[src/rtl/alu_ctrl_mdu_if.sv]
// alu_ctrl_mdu_if
//   Execute-stage bundle between the core and alu_ctrl_mdu.
//   master (core): drives valid_in, opcode, rtype_fncode, op_a, op_b;
//                  receives fncode, stall, busy, hi_out, lo_out.
//   slave  (alu_ctrl_mdu): the mirror image of master.
interface alu_ctrl_mdu_if #(
  parameter int WIDTH = 32,
  parameter int FN_W  = 6
) ();
  logic             valid_in;
  logic [FN_W-1:0]  opcode;
  logic [FN_W-1:0]  rtype_fncode;
  logic [WIDTH-1:0] op_a;
  logic [WIDTH-1:0] op_b;
  logic [FN_W-1:0]  fncode;
  logic             stall;
  logic             busy;
  logic [WIDTH-1:0] hi_out;
  logic [WIDTH-1:0] lo_out;

  modport master (
    output valid_in, opcode, rtype_fncode, op_a, op_b,
    input  fncode, stall, busy, hi_out, lo_out
  );

  modport slave (
    input  valid_in, opcode, rtype_fncode, op_a, op_b,
    output fncode, stall, busy, hi_out, lo_out
  );
endinterface

[src/rtl/alu_ctrl_mdu.sv]
// alu_ctrl_mdu
//   ALU function decoder plus HI/LO registers and an iterative multiply/divide
//   sequencer (MULT/MULTU/DIV/DIVU, one result bit per clock).
//   Ports:
//     clk    - clock, all state on the rising edge
//     reset  - synchronous, active-high; clears HI/LO and aborts a running op
//     bus    - alu_ctrl_mdu_if.slave: valid_in/opcode/rtype_fncode/op_a/op_b in;
//              fncode (combinational), stall, busy, hi_out, lo_out out
//   Build option:
//     MDU_FAST_MULT_EN - multiplies complete in one cycle (HI/LO written at the
//                        accept edge, busy never set); divides stay iterative.
module alu_ctrl_mdu #(
  parameter int WIDTH = 32,
  parameter int FN_W  = 6
) (
  input logic           clk,
  input logic           reset,
  alu_ctrl_mdu_if.slave bus
);
  localparam int CW = $clog2(WIDTH);
  localparam logic [CW-1:0] LAST = CW'(WIDTH - 1);

  localparam logic [FN_W-1:0] OP_RTYPE = FN_W'(6'h00);
  localparam logic [FN_W-1:0] OP_ADDIU = FN_W'(6'h09);
  localparam logic [FN_W-1:0] OP_SLTI  = FN_W'(6'h0A);
  localparam logic [FN_W-1:0] OP_SLTIU = FN_W'(6'h0B);
  localparam logic [FN_W-1:0] OP_ANDI  = FN_W'(6'h0C);
  localparam logic [FN_W-1:0] OP_ORI   = FN_W'(6'h0D);
  localparam logic [FN_W-1:0] OP_XORI  = FN_W'(6'h0E);
  localparam logic [FN_W-1:0] OP_LB    = FN_W'(6'h20);
  localparam logic [FN_W-1:0] OP_LH    = FN_W'(6'h21);
  localparam logic [FN_W-1:0] OP_LWL   = FN_W'(6'h22);
  localparam logic [FN_W-1:0] OP_LW    = FN_W'(6'h23);
  localparam logic [FN_W-1:0] OP_LBU   = FN_W'(6'h24);
  localparam logic [FN_W-1:0] OP_LHU   = FN_W'(6'h25);
  localparam logic [FN_W-1:0] OP_LWR   = FN_W'(6'h26);
  localparam logic [FN_W-1:0] OP_SW    = FN_W'(6'h2B);

  localparam logic [FN_W-1:0] F_MFHI  = FN_W'(6'h10);
  localparam logic [FN_W-1:0] F_MTHI  = FN_W'(6'h11);
  localparam logic [FN_W-1:0] F_MFLO  = FN_W'(6'h12);
  localparam logic [FN_W-1:0] F_MTLO  = FN_W'(6'h13);
  localparam logic [FN_W-1:0] F_MULT  = FN_W'(6'h18);
  localparam logic [FN_W-1:0] F_MULTU = FN_W'(6'h19);
  localparam logic [FN_W-1:0] F_DIV   = FN_W'(6'h1A);
  localparam logic [FN_W-1:0] F_DIVU  = FN_W'(6'h1B);
  localparam logic [FN_W-1:0] F_ADDU  = FN_W'(6'h21);
  localparam logic [FN_W-1:0] F_AND   = FN_W'(6'h24);
  localparam logic [FN_W-1:0] F_OR    = FN_W'(6'h25);
  localparam logic [FN_W-1:0] F_XOR   = FN_W'(6'h26);
  localparam logic [FN_W-1:0] F_SLT   = FN_W'(6'h2A);
  localparam logic [FN_W-1:0] F_SLTU  = FN_W'(6'h2B);

  localparam logic [0:0] ST_IDLE = 1'b0;
  localparam logic [0:0] ST_RUN  = 1'b1;

  logic [0:0]       state;
  logic [CW-1:0]    cnt;
  logic [WIDTH-1:0] hi, lo;
  // acc_hi/acc_lo: partial product (multiply) or remainder/quotient (divide)
  logic [WIDTH-1:0] acc_hi, acc_lo, divisor;
  logic             run_mul, neg_lo, neg_hi;

  logic [FN_W-1:0]  funct;
  logic [FN_W-1:0]  fncode_c;
  logic             busy, is_rtype, is_mdu, is_mul, is_div, is_sgn;
  logic             accept, start, a_neg, b_neg;
  logic [WIDTH-1:0] mag_a, mag_b;
  logic [WIDTH:0]   sum, shifted;
  logic             ge;
  logic [WIDTH-1:0] diff, step_hi, step_lo, res_hi, res_lo;
  logic [2*WIDTH-1:0] prod;

  assign funct = bus.rtype_fncode;

  always_comb begin
    fncode_c = '1;
    case (bus.opcode)
      OP_RTYPE: fncode_c = bus.rtype_fncode;
      OP_ADDIU, OP_SW, OP_LW, OP_LB, OP_LBU, OP_LH, OP_LHU, OP_LWL, OP_LWR:
                fncode_c = F_ADDU;
      OP_ANDI:  fncode_c = F_AND;
      OP_ORI:   fncode_c = F_OR;
      OP_XORI:  fncode_c = F_XOR;
      OP_SLTI:  fncode_c = F_SLT;
      OP_SLTIU: fncode_c = F_SLTU;
      default:  fncode_c = '1;
    endcase
  end

  assign busy     = (state == ST_RUN);
  assign is_rtype = (bus.opcode == OP_RTYPE);
  assign is_mdu   = is_rtype && (funct inside {F_MULT, F_MULTU, F_DIV, F_DIVU,
                                                F_MFHI, F_MFLO, F_MTHI, F_MTLO});
  assign is_mul   = is_rtype && (funct == F_MULT || funct == F_MULTU);
  assign is_div   = is_rtype && (funct == F_DIV || funct == F_DIVU);
  assign is_sgn   = (funct == F_MULT || funct == F_DIV);
  assign accept   = bus.valid_in & is_mdu & ~busy;

  assign a_neg = is_sgn & bus.op_a[WIDTH-1];
  assign b_neg = is_sgn & bus.op_b[WIDTH-1];
  assign mag_a = a_neg ? -bus.op_a : bus.op_a;
  assign mag_b = b_neg ? -bus.op_b : bus.op_b;

`ifdef MDU_FAST_MULT_EN
  logic [2*WIDTH-1:0] fast_prod;
  // Sign-extending to 2*WIDTH makes the truncated unsigned product the signed one.
  assign fast_prod = {{WIDTH{a_neg}}, bus.op_a} * {{WIDTH{b_neg}}, bus.op_b};
  assign start = accept & is_div & (bus.op_b != '0);
`else
  assign start = accept & (is_mul | (is_div & (bus.op_b != '0)));
`endif

  // One iteration: shift-add multiply or restoring divide, sharing acc/divisor.
  always_comb begin
    sum     = {1'b0, acc_hi} + (acc_lo[0] ? {1'b0, divisor} : '0);
    shifted = {acc_hi, acc_lo[WIDTH-1]};
    ge      = (shifted >= {1'b0, divisor});
    // Remainder stays below divisor, so the low WIDTH bits suffice.
    diff    = shifted[WIDTH-1:0] - divisor;
    if (run_mul) begin
      step_hi = sum[WIDTH:1];
      step_lo = {sum[0], acc_lo[WIDTH-1:1]};
    end else begin
      step_hi = ge ? diff : shifted[WIDTH-1:0];
      step_lo = {acc_lo[WIDTH-2:0], ge};
    end
    prod = neg_lo ? -{step_hi, step_lo} : {step_hi, step_lo};
    if (run_mul) begin
      res_hi = prod[2*WIDTH-1:WIDTH];
      res_lo = prod[WIDTH-1:0];
    end else begin
      res_lo = neg_lo ? -step_lo : step_lo;
      res_hi = neg_hi ? -step_hi : step_hi;
    end
  end

  always_ff @(posedge clk) begin
    if (reset) begin
      state   <= ST_IDLE;
      cnt     <= '0;
      hi      <= '0;
      lo      <= '0;
      acc_hi  <= '0;
      acc_lo  <= '0;
      divisor <= '0;
      run_mul <= 1'b0;
      neg_lo  <= 1'b0;
      neg_hi  <= 1'b0;
    end else if (state == ST_RUN) begin
      acc_hi <= step_hi;
      acc_lo <= step_lo;
      cnt    <= cnt + 1'b1;
      if (cnt == LAST) begin
        state <= ST_IDLE;
        hi    <= res_hi;
        lo    <= res_lo;
      end
    end else if (start) begin
      state   <= ST_RUN;
      cnt     <= '0;
      acc_hi  <= '0;
      acc_lo  <= mag_a;
      divisor <= mag_b;
      run_mul <= is_mul;
      neg_lo  <= a_neg ^ b_neg;
      // Product sign covers both halves; remainder follows the dividend.
      neg_hi  <= is_mul ? (a_neg ^ b_neg) : a_neg;
    end else if (accept) begin
`ifdef MDU_FAST_MULT_EN
      if (is_mul) begin
        hi <= fast_prod[2*WIDTH-1:WIDTH];
        lo <= fast_prod[WIDTH-1:0];
      end
`endif
      if (funct == F_MTHI) hi <= bus.op_a;
      if (funct == F_MTLO) lo <= bus.op_a;
    end
  end

  assign bus.fncode = fncode_c;
  assign bus.stall  = bus.valid_in & is_mdu & busy;
  assign bus.busy   = busy;
  assign bus.hi_out = hi;
  assign bus.lo_out = lo;
endmodule

[src/flat_wrapper.sv]
// flat-port wrapper written by rule: the top's interface ports become plain ports
module alu_ctrl_mdu_flat 
#(
  parameter int WIDTH = 32,
  parameter int FN_W  = 6
)
  (clk, reset, bus_valid_in, bus_opcode, bus_rtype_fncode, bus_op_a, bus_op_b, bus_fncode, bus_stall, bus_busy, bus_hi_out, bus_lo_out);
  alu_ctrl_mdu_if #(.WIDTH(WIDTH), .FN_W(FN_W)) bus_i ();
  input logic clk;
  input logic reset;
  input wire logic [$bits(bus_i.valid_in)-1:0] bus_valid_in;
  input wire logic [$bits(bus_i.opcode)-1:0] bus_opcode;
  input wire logic [$bits(bus_i.rtype_fncode)-1:0] bus_rtype_fncode;
  input wire logic [$bits(bus_i.op_a)-1:0] bus_op_a;
  input wire logic [$bits(bus_i.op_b)-1:0] bus_op_b;
  output wire logic [$bits(bus_i.fncode)-1:0] bus_fncode;
  output wire logic [$bits(bus_i.stall)-1:0] bus_stall;
  output wire logic [$bits(bus_i.busy)-1:0] bus_busy;
  output wire logic [$bits(bus_i.hi_out)-1:0] bus_hi_out;
  output wire logic [$bits(bus_i.lo_out)-1:0] bus_lo_out;
  assign bus_i.valid_in = bus_valid_in;
  assign bus_i.opcode = bus_opcode;
  assign bus_i.rtype_fncode = bus_rtype_fncode;
  assign bus_i.op_a = bus_op_a;
  assign bus_i.op_b = bus_op_b;
  assign bus_fncode = bus_i.fncode;
  assign bus_stall = bus_i.stall;
  assign bus_busy = bus_i.busy;
  assign bus_hi_out = bus_i.hi_out;
  assign bus_lo_out = bus_i.lo_out;
  alu_ctrl_mdu #(.WIDTH(WIDTH), .FN_W(FN_W)) u_core (.clk(clk), .reset(reset), .bus(bus_i));
endmodule
[config.mk]
export PLATFORM = sky130hd
export DESIGN_NAME = alu_ctrl_mdu_flat
export DESIGN_NICKNAME = d
export VERILOG_FILES = /design/src/rtl/alu_ctrl_mdu_if.sv /design/src/rtl/alu_ctrl_mdu.sv /design/src/flat_wrapper.sv
export SDC_FILE = /design/constraint.sdc
export NUM_CORES = 1
export LEC_CHECK = 0
export CAP_MARGIN = 15
export CORE_ASPECT_RATIO = 1.75
export CORE_UTILIZATION = 54
export CTS_CLUSTER_DIAMETER = 30
export DETAILED_ROUTE_END_ITERATION = 10
export PLACE_DENSITY = 0.82
export SYNTH_ARGS = -nofsm -noshare
export SYNTH_HDL_FRONTEND = slang
export SYNTH_SLANG_ARGS = --single-unit
[constraint.sdc]
create_clock -name clk -period 6.55 [get_ports clk]
set_clock_uncertainty 0.2 [all_clocks]
set_input_delay 1.965 -clock clk [delete_from_list [all_inputs] [get_ports clk]]
set_output_delay 1.965 -clock clk [all_outputs]
set_load 0.02 [all_outputs]
==> run_results.csv <==
group,metric,value,unit
outcome,run_status,"finished clean",
floorplanning,num_rows,82,
timing,rsz0062_at_grt,"no",
job,max_cap_viol_count,0,
synth,ys_warn_count,0,
timing,post-route-period-util,96.04,%
timing,tightest_slew,1.316,ns
setup_path,crit_buf_inv,4,
clock_network,tritoncts,"done",
setup_path,required,6.67,ns
timing,whs,0.2797,ns
setup_path,cp-start-kind,"flip-flop",
detailed_routing,first_iter_violations,1742,
clock_network,cts_buffers,17,
clock_network,clk_latency,0.48,ns
synth,ys_seq_area_share,21.52,%
setup_path,crit_arrival,6.41,ns
floorplanning,initial_utilization,54.92,%
floorplanning,dieWidth,131.0,µm
setup_path,cpMostUsedCell,"nand2_1",
synth,synthSimpleGateAreaFrac,24.75,%
synth,synthMuxAreaShare,4.083,%
placement,dpl.hpwl,50150,µm
clock_network,cts_hold_buf,0,
synth,synth_top_family_by_area,"compound AO/OA/AOI/OAI gates",
power_and_ir_drop,ir_drop,202.5,µV
power_and_ir_drop,powerDensity,129.3,nW/µm²
placement,place_area,17600,µm²
timing,setup_violations,0,
layout,multi_input_area,11480,µm²
synth,ys_ff_latch,169,
layout,final_cells,2668,
clock_network,cts-resized-gates,0,
synth,syn-instance-count,2181,
layout,drive_gt1_share,7.955,%
layout,regArea,3391,µm²
synth,synth_area_per_cell,7.208,µm²
layout,area_growth,16.23,%
synth,syn-num-nets,2332,
layout,fill_cells,2642,
global_route,antenna_found_initial,6,
setup_path,crit_chain,"inv_1, ha_1, buf_4, nand2_1, o21a_1, a2bb2oi_1, nand3_2, nor2_4, nand2_1, o21ai_0, ha_1, o2111ai_1, or2_1, or3_1, nor4_1, nand3_1, buf_4, nand2_1, buf_4, nand2_1, xor2_1, mux2i_1, a21oi_1",
global_route,grt_pass1_vias,17540,
setup_path,worstReg2RegEnd,"u_core.bus.hi_out[8]",
synth,ys_types,108,
clock_network,root_buffer,"clkbuf_16",
setup_path,max_stage_delay,0.74,ns
clock_network,postCtsSetupRepairBufs,0,
hold_path,min-delay-start,"u_core.bus.hi_out[28]",
setup_path,crit_family,"simple AND/OR/NAND/NOR gates",
timing,hold_viol,0,
synth,synth_adder_area_share,5.826,%
clock_network,path_clk_slew,0.08,ns
clock_network,clockBufferDepth,2,
setup_path,rrSetupSlack,0.26,ns
floorplanning,core,28630,µm²
setup_path,worst_setup_path_end_kind,"flip-flop",
hold_path,holdPathEnd,"u_core.bus.hi_out[28]",
floorplanning,die_h,227.7,µm
timing,fmax,159.0,MHz
detailed_routing,wl_per_cell,25.77,µm
placement,port_buffers,150,
timing,finalCriticalPeriod,6.290,ns
detailed_routing,dr.pass1.iters,9,
detailed_routing,viasPerCell,6.718,
placement,gp_congestion,0.9815,
setup_path,worstReg2RegStart,"u_core.divisor[24]",
detailed_routing,ant_nets,0,
power_and_ir_drop,total_power,2.363,mW
setup_path,crit_type,"flip-flop to flip-flop",
setup_path,cp_slowest_cell,"mux2i_1",
layout,nNetsFinal,2426,
layout,final_area,18270,µm²
synth,synth_compound_area_share,30.37,%
hold_path,hold_path_class,"flip-flop to flip-flop",
setup_path,reg2regPathDepth,23,
detailed_routing,vias,17920,
timing,tns,0,ns
detailed_routing,drt_wl_total,68760,µm
global_route,grt_pass1_wl,104900,µm
global_route,overflow,0,
hold_path,min_path_cells,2,
synth,synth_area,15720,µm²
power_and_ir_drop,power.leakage,7.091,nW
placement,dpl.cell_count,2630,
detailed_routing,drc_errors,0,
global_route,grt_max_degree,87,
synth,synth_ff_type,"dfxtp_1",
timing,slew_viol_final,0,
clock_network,cts.sinks,169,
synth,synth_edf_count,0,
floorplanning,pin_count,151,
synth,synth_xor_area_share,7.744,%
global_route,gr-usage-all-layers,47.51,%
synth,async_flop_share,0,%
clock_network,h-tree-depth,4,
floorplanning,dieArea,29820,µm²
timing,maxSlewHeadroom,11.32,%
setup_path,critPathMaxFanout,10,
-- how the worst max path moves through the flow --
stage / start / to / slack, ns / depth (start not counted)
floorplan: u_core.run_mul / u_core.bus.hi_out[30] / 0.97 / 22
global placement: bus_opcode[2] / bus_fncode[3] / 0.27 / 9
detailed placement: bus_opcode[2] / bus_fncode[3] / 0.32 / 9
CTS: bus_opcode[2] / bus_fncode[3] / 0.30 / 9
global route: u_core.divisor[22] / u_core.bus.hi_out[8] / 0.02 / 22
finish: u_core.divisor[24] / u_core.bus.hi_out[8] / 0.26 / 23
-- sequential cells by signal, indices dropped and copies added (netlist names) --
| name | count |
|---|---|
| u_core.divisor | 32 |
| u_core.bus.lo_out | 32 |
| u_core.neg_lo | 1 |
| u_core.run_mul | 1 |
| u_core.bus.hi_out | 32 |
| u_core.cnt | 5 |
| u_core.acc_hi | 32 |
| u_core.bus.busy | 1 |
| u_core.acc_lo | 32 |
| u_core.neg_hi | 1 |
-- per-layer routing --
| layer | routed length [µm] | global-route usage (%) | part of all wire (%) | up-vias |
|---|---|---|---|---|
| li1 | - | - | - | 8171 |
| met1 | 22420 | 46.24 | 33 | 8323 |
| met2 | 31990 | 75.45 | 47 | 1009 |
| met3 | 6868 | 19.18 | 10 | 413 |
| met4 | 7370 | 42.74 | 11 | 8 |
| met5 | 103 | 2.076 | 0.15 | - |
-- cells in the mapped netlist (64+ instances only) --
cell type,n,share of area (%)
clkbuf_1,93,2.2
a211oi_1,78,3.7
ha_1,70,5.6
xor2_1,64,3.6
a21oi_1,193,6.1
nand2_1,212,5.1
dfxtp_1,169,22
a31oi_1,66,2.6
inv_1,76,1.8
o21ai_0,145,4.6
nor2_1,252,6.0
xnor2_1,75,4.2
-- kinds of logic (layout without fill, tap and decap cells) --
group,Yosys count,after routing
mux,60,60
fa+ha+maj,72,72
flops,169,169
simple gates,801,801
compound gates,725,725
xor+xnor,139,139
other cells,0,2
buf+inv,215,322
-- worst reg2reg max path: cells and delay by family (launching register included) --
family	cells	cell delay, ns
AND/OR/NAND/NOR	10	2.27
AO/OA/AOI/OAI	5	1.21
multiplexers	1	0.74
buffers and inverters	4	0.62
adder cells (fa/ha/maj)	2	0.58
flip-flops	1	0.35
XOR/XNOR	1	0.17
-- layout by cell type, fill, tap and decap left out, types with 41 or more instances in the layout --
cell type        count
a211oi_1            78
a21oi_1            193
a31oi_1             66
and2_1              43
buf_4               59
clkdlybuf4s50_1    149
dfxtp_1            167
ha_1                70
inv_1               75
mux2i_1             41
nand2_1            211
nand3_1             41
nor2_1             250
nor3_1              62
o21ai_0            144
xnor2_1             74
xor2_1              64
-- final cells by class --
class	count	area share, %
antenna	2	0.02739
clock buffer	19	2.424
sequential	169	18.56
timing repair buffer	214	11.07
inverter	76	1.561
clock inverter	13	0.9450
multi-input combinational	1797	62.83
tap	378	2.589
-- power breakdown --
group,switching [mW],internal (mW)
Clock,0.514,0.591
Combinational,0.139,0.0934
Sequential,0.000431,1.03
Total,0.653,1.71
-- through the flow --
step / setup WS (ns) / utilization [%]
global route: 0.02145 / 63.82
CTS: 0.3028 / 63.62
floorplan: 0.9659 / -
detailed placement: 0.3153 / 61.47
global placement: 0.2692 / 61.47
finish: 0.2596 / 63.83
Power figures use the tool's default switching activity.
